[config.mk]
export PLATFORM = sky130hd
export DESIGN_NAME = timer_ctrl_fsm
export DESIGN_NICKNAME = d
export VERILOG_FILES = /design/src/rtl/timer_pkg.sv /design/src/rtl/timer_prescaler.sv /design/src/rtl/timer_ctrl_fsm.sv
export SDC_FILE = /design/constraint.sdc
export NUM_CORES = 1
export LEC_CHECK = 0
export CAP_MARGIN = 20
export CORE_UTILIZATION = 45
export DETAILED_ROUTE_END_ITERATION = 10
export PLACE_DENSITY = 0.66
export RECOVER_POWER = 25
export SKIP_LAST_GASP = 1
export SLEW_MARGIN = 25
export SYNTH_ARGS = -nofsm -noshare
export SYNTH_HDL_FRONTEND = slang
export SYNTH_SLANG_ARGS = --single-unit
[constraint.sdc]
create_clock -name CLOCK_50 -period 3.2 [get_ports CLOCK_50]
set_clock_uncertainty 0.05 [all_clocks]
set_input_delay 0.96 -clock CLOCK_50 [delete_from_list [all_inputs] [get_ports CLOCK_50]]
set_output_delay 0.96 -clock CLOCK_50 [all_outputs]
set_load 0.02 [all_outputs]
[src/rtl/timer_pkg.sv]
// timer_pkg: shared state encodings, BCD limits and digit clamp for the countdown timer
package timer_pkg;
    typedef enum logic [2:0] {
        SETSEC  = 3'b001,
        SETMIN  = 3'b010,
        RUN     = 3'b011,
        STOP    = 3'b100,
        TIMESUP = 3'b101
    } state_e;
    localparam logic [3:0] SEC_UNITS_MAX = 4'd9;
    localparam logic [3:0] SEC_TENS_MAX  = 4'd5;
    function automatic logic [3:0] clamp(input logic [3:0] v, input logic [3:0] lim);
        return (v > lim) ? lim : v;
    endfunction
endpackage

[src/rtl/timer_prescaler.sv]
// timer_prescaler: modulo-CYCLES counter; tick_o is high while the count sits on its last value
//   clk_i  : clock
//   rst_i  : synchronous active-high reset
//   clr_i  : synchronous clear (priority over en_i)
//   en_i   : advance the count this cycle
//   tick_o : count == CYCLES-1 (raw, the parent gates it with its own enable)
module timer_prescaler #(
    parameter int unsigned CYCLES = 4
) (
    input  logic clk_i,
    input  logic rst_i,
    input  logic clr_i,
    input  logic en_i,
    output logic tick_o
);
    localparam int W = (CYCLES > 1) ? $clog2(CYCLES) : 1;
    localparam logic [W-1:0] LAST = W'(CYCLES - 1);
    logic [W-1:0] cnt_q;
    always_ff @(posedge clk_i) begin
        if (rst_i || clr_i) cnt_q <= '0;
        else if (en_i) cnt_q <= tick_o ? '0 : cnt_q + 1'b1;
    end
    assign tick_o = (cnt_q == LAST);
endmodule

[src/rtl/timer_ctrl_fsm.sv]
// timer_ctrl_fsm: mm:ss countdown controller (SETSEC -> SETMIN -> RUN <-> STOP -> TIMESUP)
//   CLOCK_50 / reset        : clock, synchronous active-high reset
//   set_btn / run_btn       : active-high key levels, edge-detected here
//   sw_units / sw_tens      : switch value for the digit pair being set
//   unit_sec..tens_min      : registered BCD display digits
//   state / running / timesup / alarm_led : registered status
// Optional macro TIMER_BLINK_EN: alarm_led blinks with half-period BLINK_CYCLES in TIMESUP;
// otherwise alarm_led simply mirrors timesup.
module timer_ctrl_fsm
    import timer_pkg::*;
#(
    parameter int unsigned TICK_CYCLES  = 50_000_000,
    parameter int unsigned MIN_TENS_MAX = 9,
    parameter int unsigned BLINK_CYCLES = 12_500_000
) (
    input  logic       CLOCK_50,
    input  logic       reset,
    input  logic       set_btn,
    input  logic       run_btn,
    input  logic [3:0] sw_units,
    input  logic [3:0] sw_tens,
    output logic [3:0] unit_sec,
    output logic [3:0] tens_sec,
    output logic [3:0] unit_min,
    output logic [3:0] tens_min,
    output logic [2:0] state,
    output logic       running,
    output logic       timesup,
    output logic       alarm_led
);
    localparam logic [3:0] MIN_TENS_LIM = 4'(MIN_TENS_MAX);
    if (TICK_CYCLES < 2 || BLINK_CYCLES < 1 || MIN_TENS_MAX < 1 || MIN_TENS_MAX > 9) begin : g_bad_cfg
        $error("timer_ctrl_fsm: invalid parameter set");
    end
    logic [2:0] state_q, state_d;
    logic [3:0] us_q, ts_q, um_q, tm_q, us_d, ts_d, um_d, tm_d;
    logic [3:0] us_dec, ts_dec, um_dec, tm_dec;
    logic       set_q, run_q, running_q, timesup_q, alarm_q, alarm_d;
    logic       set_press, run_press, pre_tick, tick, b0, b1, b2, dec_zero, set_zero;
    assign set_press = set_btn & ~set_q;
    assign run_press = run_btn & ~run_q;
    assign tick      = (state_q == RUN) && pre_tick;
    // Held (not advanced) on the stop press so the partial second survives; on a tick the
    // counter still wraps so the resumed second starts from zero.
    timer_prescaler #(.CYCLES(TICK_CYCLES)) u_tick (
        .clk_i (CLOCK_50),
        .rst_i (reset),
        .clr_i (state_q == SETMIN && set_press),
        .en_i  (state_q == RUN && (!run_press || pre_tick)),
        .tick_o(pre_tick)
    );
    // BCD borrow chain
    assign b0       = (us_q == 4'd0);
    assign b1       = b0 && (ts_q == 4'd0);
    assign b2       = b1 && (um_q == 4'd0);
    assign us_dec   = b0 ? 4'd9 : us_q - 4'd1;
    assign ts_dec   = b0 ? ((ts_q == 4'd0) ? 4'd5 : ts_q - 4'd1) : ts_q;
    assign um_dec   = b1 ? ((um_q == 4'd0) ? 4'd9 : um_q - 4'd1) : um_q;
    assign tm_dec   = b2 ? tm_q - 4'd1 : tm_q;
    assign dec_zero = ({tm_dec, um_dec, ts_dec, us_dec} == 16'h0);
    assign set_zero = ({tm_d, um_d, ts_d, us_d} == 16'h0);
    always_ff @(posedge CLOCK_50) begin
        if (reset) begin
            state_q   <= SETSEC;
            {tm_q, um_q, ts_q, us_q} <= '0;
            set_q     <= 1'b1;
            run_q     <= 1'b1;
            running_q <= 1'b0;
            timesup_q <= 1'b0;
            alarm_q   <= 1'b0;
        end else begin
            state_q   <= state_d;
            {tm_q, um_q, ts_q, us_q} <= {tm_d, um_d, ts_d, us_d};
            set_q     <= set_btn;
            run_q     <= run_btn;
            running_q <= (state_d == RUN);
            timesup_q <= (state_d == TIMESUP);
            alarm_q   <= alarm_d;
        end
    end
    always_comb begin
        state_d = SETSEC;
        case (state_q)
            SETSEC:  state_d = set_press ? SETMIN : SETSEC;
            SETMIN:  state_d = !set_press ? SETMIN : set_zero ? TIMESUP : RUN;
            RUN:     state_d = (tick && dec_zero) ? TIMESUP : run_press ? STOP : RUN;
            STOP:    state_d = run_press ? RUN : STOP;
            TIMESUP: state_d = TIMESUP;
            default: state_d = SETSEC;
        endcase
    end
    always_comb begin
        us_d = (state_q == SETSEC) ? clamp(sw_units, SEC_UNITS_MAX) : tick ? us_dec : us_q;
        ts_d = (state_q == SETSEC) ? clamp(sw_tens, SEC_TENS_MAX) : tick ? ts_dec : ts_q;
        um_d = (state_q == SETMIN) ? clamp(sw_units, SEC_UNITS_MAX) : tick ? um_dec : um_q;
        tm_d = (state_q == SETMIN) ? clamp(sw_tens, MIN_TENS_LIM) : tick ? tm_dec : tm_q;
    end
`ifdef TIMER_BLINK_EN
    logic blink_tick;
    timer_prescaler #(.CYCLES(BLINK_CYCLES)) u_blink (
        .clk_i (CLOCK_50),
        .rst_i (reset),
        .clr_i (state_q != TIMESUP),
        .en_i  (state_q == TIMESUP),
        .tick_o(blink_tick)
    );
    assign alarm_d = (state_d != TIMESUP) ? 1'b0 : (state_q != TIMESUP) ? 1'b1 : alarm_q ^ blink_tick;
`else
    assign alarm_d = (state_d == TIMESUP);
`endif
    assign {unit_sec, tens_sec, unit_min, tens_min} = {us_q, ts_q, um_q, tm_q};
    assign state     = state_q;
    assign running   = running_q;
    assign timesup   = timesup_q;
    assign alarm_led = alarm_q;
endmodule

[Yosys cells after proc, flatten, opt, wreduce, memory -nomap -nowiden]
Index checks and enable logic that the tools add are counted.
Cells by class
  add/sub/neg operators: 5
  magnitude comparators: 3
  eq/ne operators: 8
  multiplexer cells: 25
  bitwise logic cells: 4
  reductions and logical operators: 14
Operator list (count)
  two-way mux 4 bit: 17
  logical NOT 16 bit: 2
  adder 26 x 1 -> 26 bit (second input constant): 1
  == test 26 bit (second input constant): 1
  two-way mux 26 bit: 1
  subtractor 4 x 1 -> 4 bit (second input constant): 4
  two-way mux 3 bit: 5
  case mux 3 bit (5 select lines): 1
  logical NOT 4 bit: 3
  == test 3 x 2 -> 1 bit (second input constant): 3
  == test 3 bit (second input constant): 3
  greater-than comparator 4 bit (second input constant): 2
  logical AND 1 bit: 6
  greater-than comparator 4 x 3 -> 1 bit (second input constant): 1
  == test 3 x 1 -> 1 bit (second input constant): 1
  AND 1 bit: 2
  logical OR 1 bit: 2
  two-way mux 2 bit: 1
  NOT 1 bit: 2
  logical NOT 1 bit: 1
Word-level totals
  register bits after elaboration: 49
  bits of input ports: 12
  output and inout bits: 22
  word-level logic and storage cells: 69

[Depth between registers and ports, before layout]
  depth in word-level cells: 11
  depth in mapped cells: 10
  gate-level depth less buffers: 9

[By module]
Synthesis repeated with hierarchy kept, for this count alone.
Unflattened totals
  cell total of the unflattened synthesis: 363
  area, all modules: 2939.1 um^2
By module, submodules not included
  timer_ctrl_fsm: times used 1, cells an instance 196, area each 1542.7 um^2
  timer_prescaler: times used 1, cells an instance 167, area each 1396.3 um^2

[Worst setup path after synthesis]
OpenSTA, ideal clock, no wires.
  path kind: input -> register
  start point: input set_btn
  end point: register alarm_q, in the netlist alarm_led
  data arrival time: 2519 ps
  required time: 3093 ps
  slack: 574 ps
  stages: 7
  path buffers: 0
  path through: or3b_1 o221ai_1 o32ai_1 or4_1 a211o_1 nor4_1 a21o_1
On the way
  cells in the longest elaborated chain, start to end: 4
  elaborated cells between the ends (all ways): 5
  classes of those cells: eq/ne: 1; mux: 3; bitwise: 1
Ends and longest elaborated chain
  start: declaration: RTL line timer_ctrl_fsm.sv:18  | input logic set_btn,
  AND 1 bit *: RTL line timer_ctrl_fsm.sv:40  | assign set_press = set_btn & ~set_q;
  two-way mux 3 bit / two-way mux 2 bit (equally long branches): RTL line timer_ctrl_fsm.sv:85, timer_ctrl_fsm.sv:84
  case mux 3 bit (5 select lines) *: RTL line timer_ctrl_fsm.sv:83  | case (state_q)
  == test 3 bit *: RTL line timer_ctrl_fsm.sv:109  | assign alarm_d = (state_d == TIMESUP);
  end signal: assignment: RTL line timer_ctrl_fsm.sv:78  | alarm_q <= alarm_d;
  end: declaration: RTL line timer_ctrl_fsm.sv:38  | logic set_q, run_q, running_q, timesup_q, alarm_q, alarm_d;
Every way passes the cells marked *; elsewhere a longest branch is shown, timed or not.
A chain may end at the register's enable or synchronous reset.

[Final worst setup path]
Ends and elaborated chain as after synthesis.

==> results.yml <==
pwr:
  power_mw: 1.36
  leakage_nw: 1.26
  pwr-share-comb_pct: 17.2
  pwr_density_cell_nw_per_um2: 372
  clkPwrFrac_pct: 35.2
  power.net_switching_mw: 0.375
  irDropWorstVdd_mv: 0.179
  internal_power_mw: 0.987
  pwr-share-seq_pct: 47.6
  netSwitchingFraction_pct: 27.5
floorplanning:
  chipHeight_um: 84.0
  boundaryPins: 34
  dieArea_um2: 7060
  rows: 29
  die_x_um: 84.0
  initial_core_util_pct: 47.1
  core_um2: 6420
critical_path:
  slowest_stage: "or4_1"
  timing.rr.start: "state[2]"
  critPathMaxStageDelay_ns: 0.53
  cp.required_ns: 3.41
  crit_chain: "clkdlybuf4s50_1 -> or3b_1 -> o221ai_1 -> o32ai_1 -> or4_1 -> a211o_1 -> nor4_1 -> a21o_1"
  path_class: "in2reg"
  r2r_slack_ns: 0.47
  start_kind: "input pin"
  startpoint: "set_btn"
  end_kind: "flip-flop"
  critPathTopFamily: "simple AND/OR/NAND/NOR gates"
  worstPathArrival_ns: 3.14
  path_buf_inv: 1
  worstRegToRegCells: 8
  r2r_end: "state[1]"
  crit_fanout: 3
synth:
  synth-main-ff-cell: "dfxtp_1"
  syn_area_um2: 3030
  synth-edff-count: 0
  synth.ff_latch_count: 49
  syn_nets: 381
  yosysMostFrequentCell: "nor2_1"
  synth_area_leaders: "dfxtp_1 (32%), nor2_1 (7.2%), xnor2_1 (4.9%), a21oi_1 (3.0%), nand2_1 (2.7%)"
  yosysTopAreaCell: "dfxtp_1"
  synth_top_area_share_pct: 32.4
  syn_inst: 367
  async_flop_share_pct: 0
  syn_avg_cell_area_um2: 8.24
  synth-warning-count: 0
  synth_seq_area_share_pct: 32.4
  yosys-top-cells-count: "nor2_1 (58), dfxtp_1 (49), nand2_1 (22), a21oi_1 (18), xnor2_1 (17)"
  ys_types: 72
sta:
  tightest_slew_ns: 1.16
  finalCritPeriodShare_pct: 91.5
  fmax_mhz: 342
  hold_violations: 0
  tns_ns: 0
  setup_viol: 0
  relSlewSlack_pct: 22.7
  whs_ns: 0.464
  rsz0062_at_grt: "false"
  final_max_slew_viol_count: 0
  post-route-min-period_ns: 2.93
  setup_slack_ns: 0.273
run_status:
  status: "finished, violations left"
  violations: "design-rule violations"
clock_network:
  holdBufCountCts: 0
  clockBufferDepth: 2
  post_cts_buffers: 0
  numCtsBuffers: 5
  h-tree-depth: 2
  clockRootBuffer: "clkbuf_8"
  clk_latency_ns: 0.31
  cts_sinks: 49
  cts_tree: "yes"
  post_cts_resized: 0
  clk_pin_slew_ns: 0.10
drt:
  wl_met1_um: 3780
  drc: 8
  drtIter0Drc: 191
  postRouteAntennaNets: 0
  firstDrtPassIters: 8
  wl_per_cell_um: 16.5
  via_per_inst: 5.99
  wl_met3_um: 357
  dr_wl_met2_um: 3720
  num_vias: 2946
  highest_layer: "met4"
  drt_wl_total_um: 8100
grt:
  overflow: 0
  grt_pass1_vias: 2777
  grt_use_total_pct: 24.1
  grt_antenna_before_repair: 0
  grt_pass1_wl_um: 13700
  grt_max_degree: 26
placement:
  place_area_um2: 3540
  hpwlAfterDp_um: 5870
  finalWeightedCongestion: 0.928
  io_buffers: 33
  dp_worst_setup_slack_ns: -0.0203
  dp.cells: 484
worst_hold_path:
  holdPathEnd: "u_tick.cnt_q[15]"
  min_path_cells: 2
  min-delay-start: "u_tick.cnt_q[15]"
  hold_path.class: "reg2reg"
layout:
  fill_cells: 605
  final_area_um2: 3660
  antenna_cells: 0
  fin_util_pct: 57.0
  final_cell_count_no_fill: 492
  layout.nets: 428
  area.growth.synth_to_final_pct: 21.0
  drive_gt1_share_pct: 14.0
job:
  drv_cap: 0
[cell families after synthesis]
logic type,Yosys count,synth area share (%)
mux,3,1.03
flops,49,32.4
xor+xnor,26,7.53
buf+inv,31,4.88
fa+ha+maj,2,0.827
simple gates,187,37.3
compound gates,69,16.0
[worst max-delay path by stage]
| stage | to | slack (ns) | cells past startpoint |
|---|---|---|---|
| floorplan | alarm_led | 0.57 | 7 |
| global placement | alarm_led | 0.01 | 8 |
| detailed placement | alarm_led | -0.02 | 8 |
| CTS | alarm_led | 0.30 | 8 |
| global route | u_tick.cnt_q[23] | 0.10 | 6 |
| finish | alarm_led | 0.27 | 8 |
[flip-flops by register name, indices dropped and copies added, names as in the netlist]
name,flops
tens_sec,4
state,3
set_q,1
running,1
alarm_led,1
u_tick.cnt_q,26
unit_sec,4
tens_min,4
unit_min,4
run_q,1
[worst min-delay path, cell delays in order (launching register included)]
cell	delay [ns]
dfxtp_1	0.34
o21ai_0	0.07
a21oi_1	0.06
[metal layers]
layer  vias to the layer above  GRT usage, %
met5                         -             0
met4                         0          10.3
met3                        18          3.96
met2                        95          38.4
met1                      1384          32.0
li1                       1449             -
[cells in the final DEF, fill, tap and decap left out, types with 3 or more instances in the layout]
master	n
nand2_1	22
inv_1	12
xor2_1	9
clkdlybuf4s50_1	31
nor4_1	12
nor2_1	58
nor3b_1	3
a21o_1	3
o211ai_1	5
and4_1	7
buf_4	25
and3_1	4
o22ai_1	3
nand2b_1	5
nor2b_1	3
nor3_1	12
a211oi_1	6
a21oi_1	18
o31ai_1	3
nor4_2	5
o21ai_0	9
clkbuf_8	6
nor4b_1	3
or2_2	3
nand3_1	8
dfxtp_1	49
xnor2_1	17
or3_1	7
nand4_1	11
[layout make-up]
class | instances | area (um2) | share of cell area (%)
repair buffers | 59 | 522 | 14.3
multi-input cells | 287 | 1900 | 51.8
clock inverters | 2 | 37.5 | 1.03
well taps | 77 | 96.3 | 2.63
clock buffers | 6 | 82.6 | 2.26
inverters | 12 | 45.0 | 1.23
flip-flops and latches | 49 | 981 | 26.8
[power by group through the flow]
stage | clock network (mW) | logic, mW | registers, mW
3_5_place_dp | 0 | 0.231 | 0.662
6_report | 0.479 | 0.234 | 0.649
5_1_grt | 0.509 | 0.252 | 0.652
3_3_place_gp | 0 | 0.231 | 0.661
2_1_floorplan | 0 | 0.128 | 0.666
4_1_cts | 0.488 | 0.233 | 0.648
Note: power is estimated with default switching activity, not from simulation.
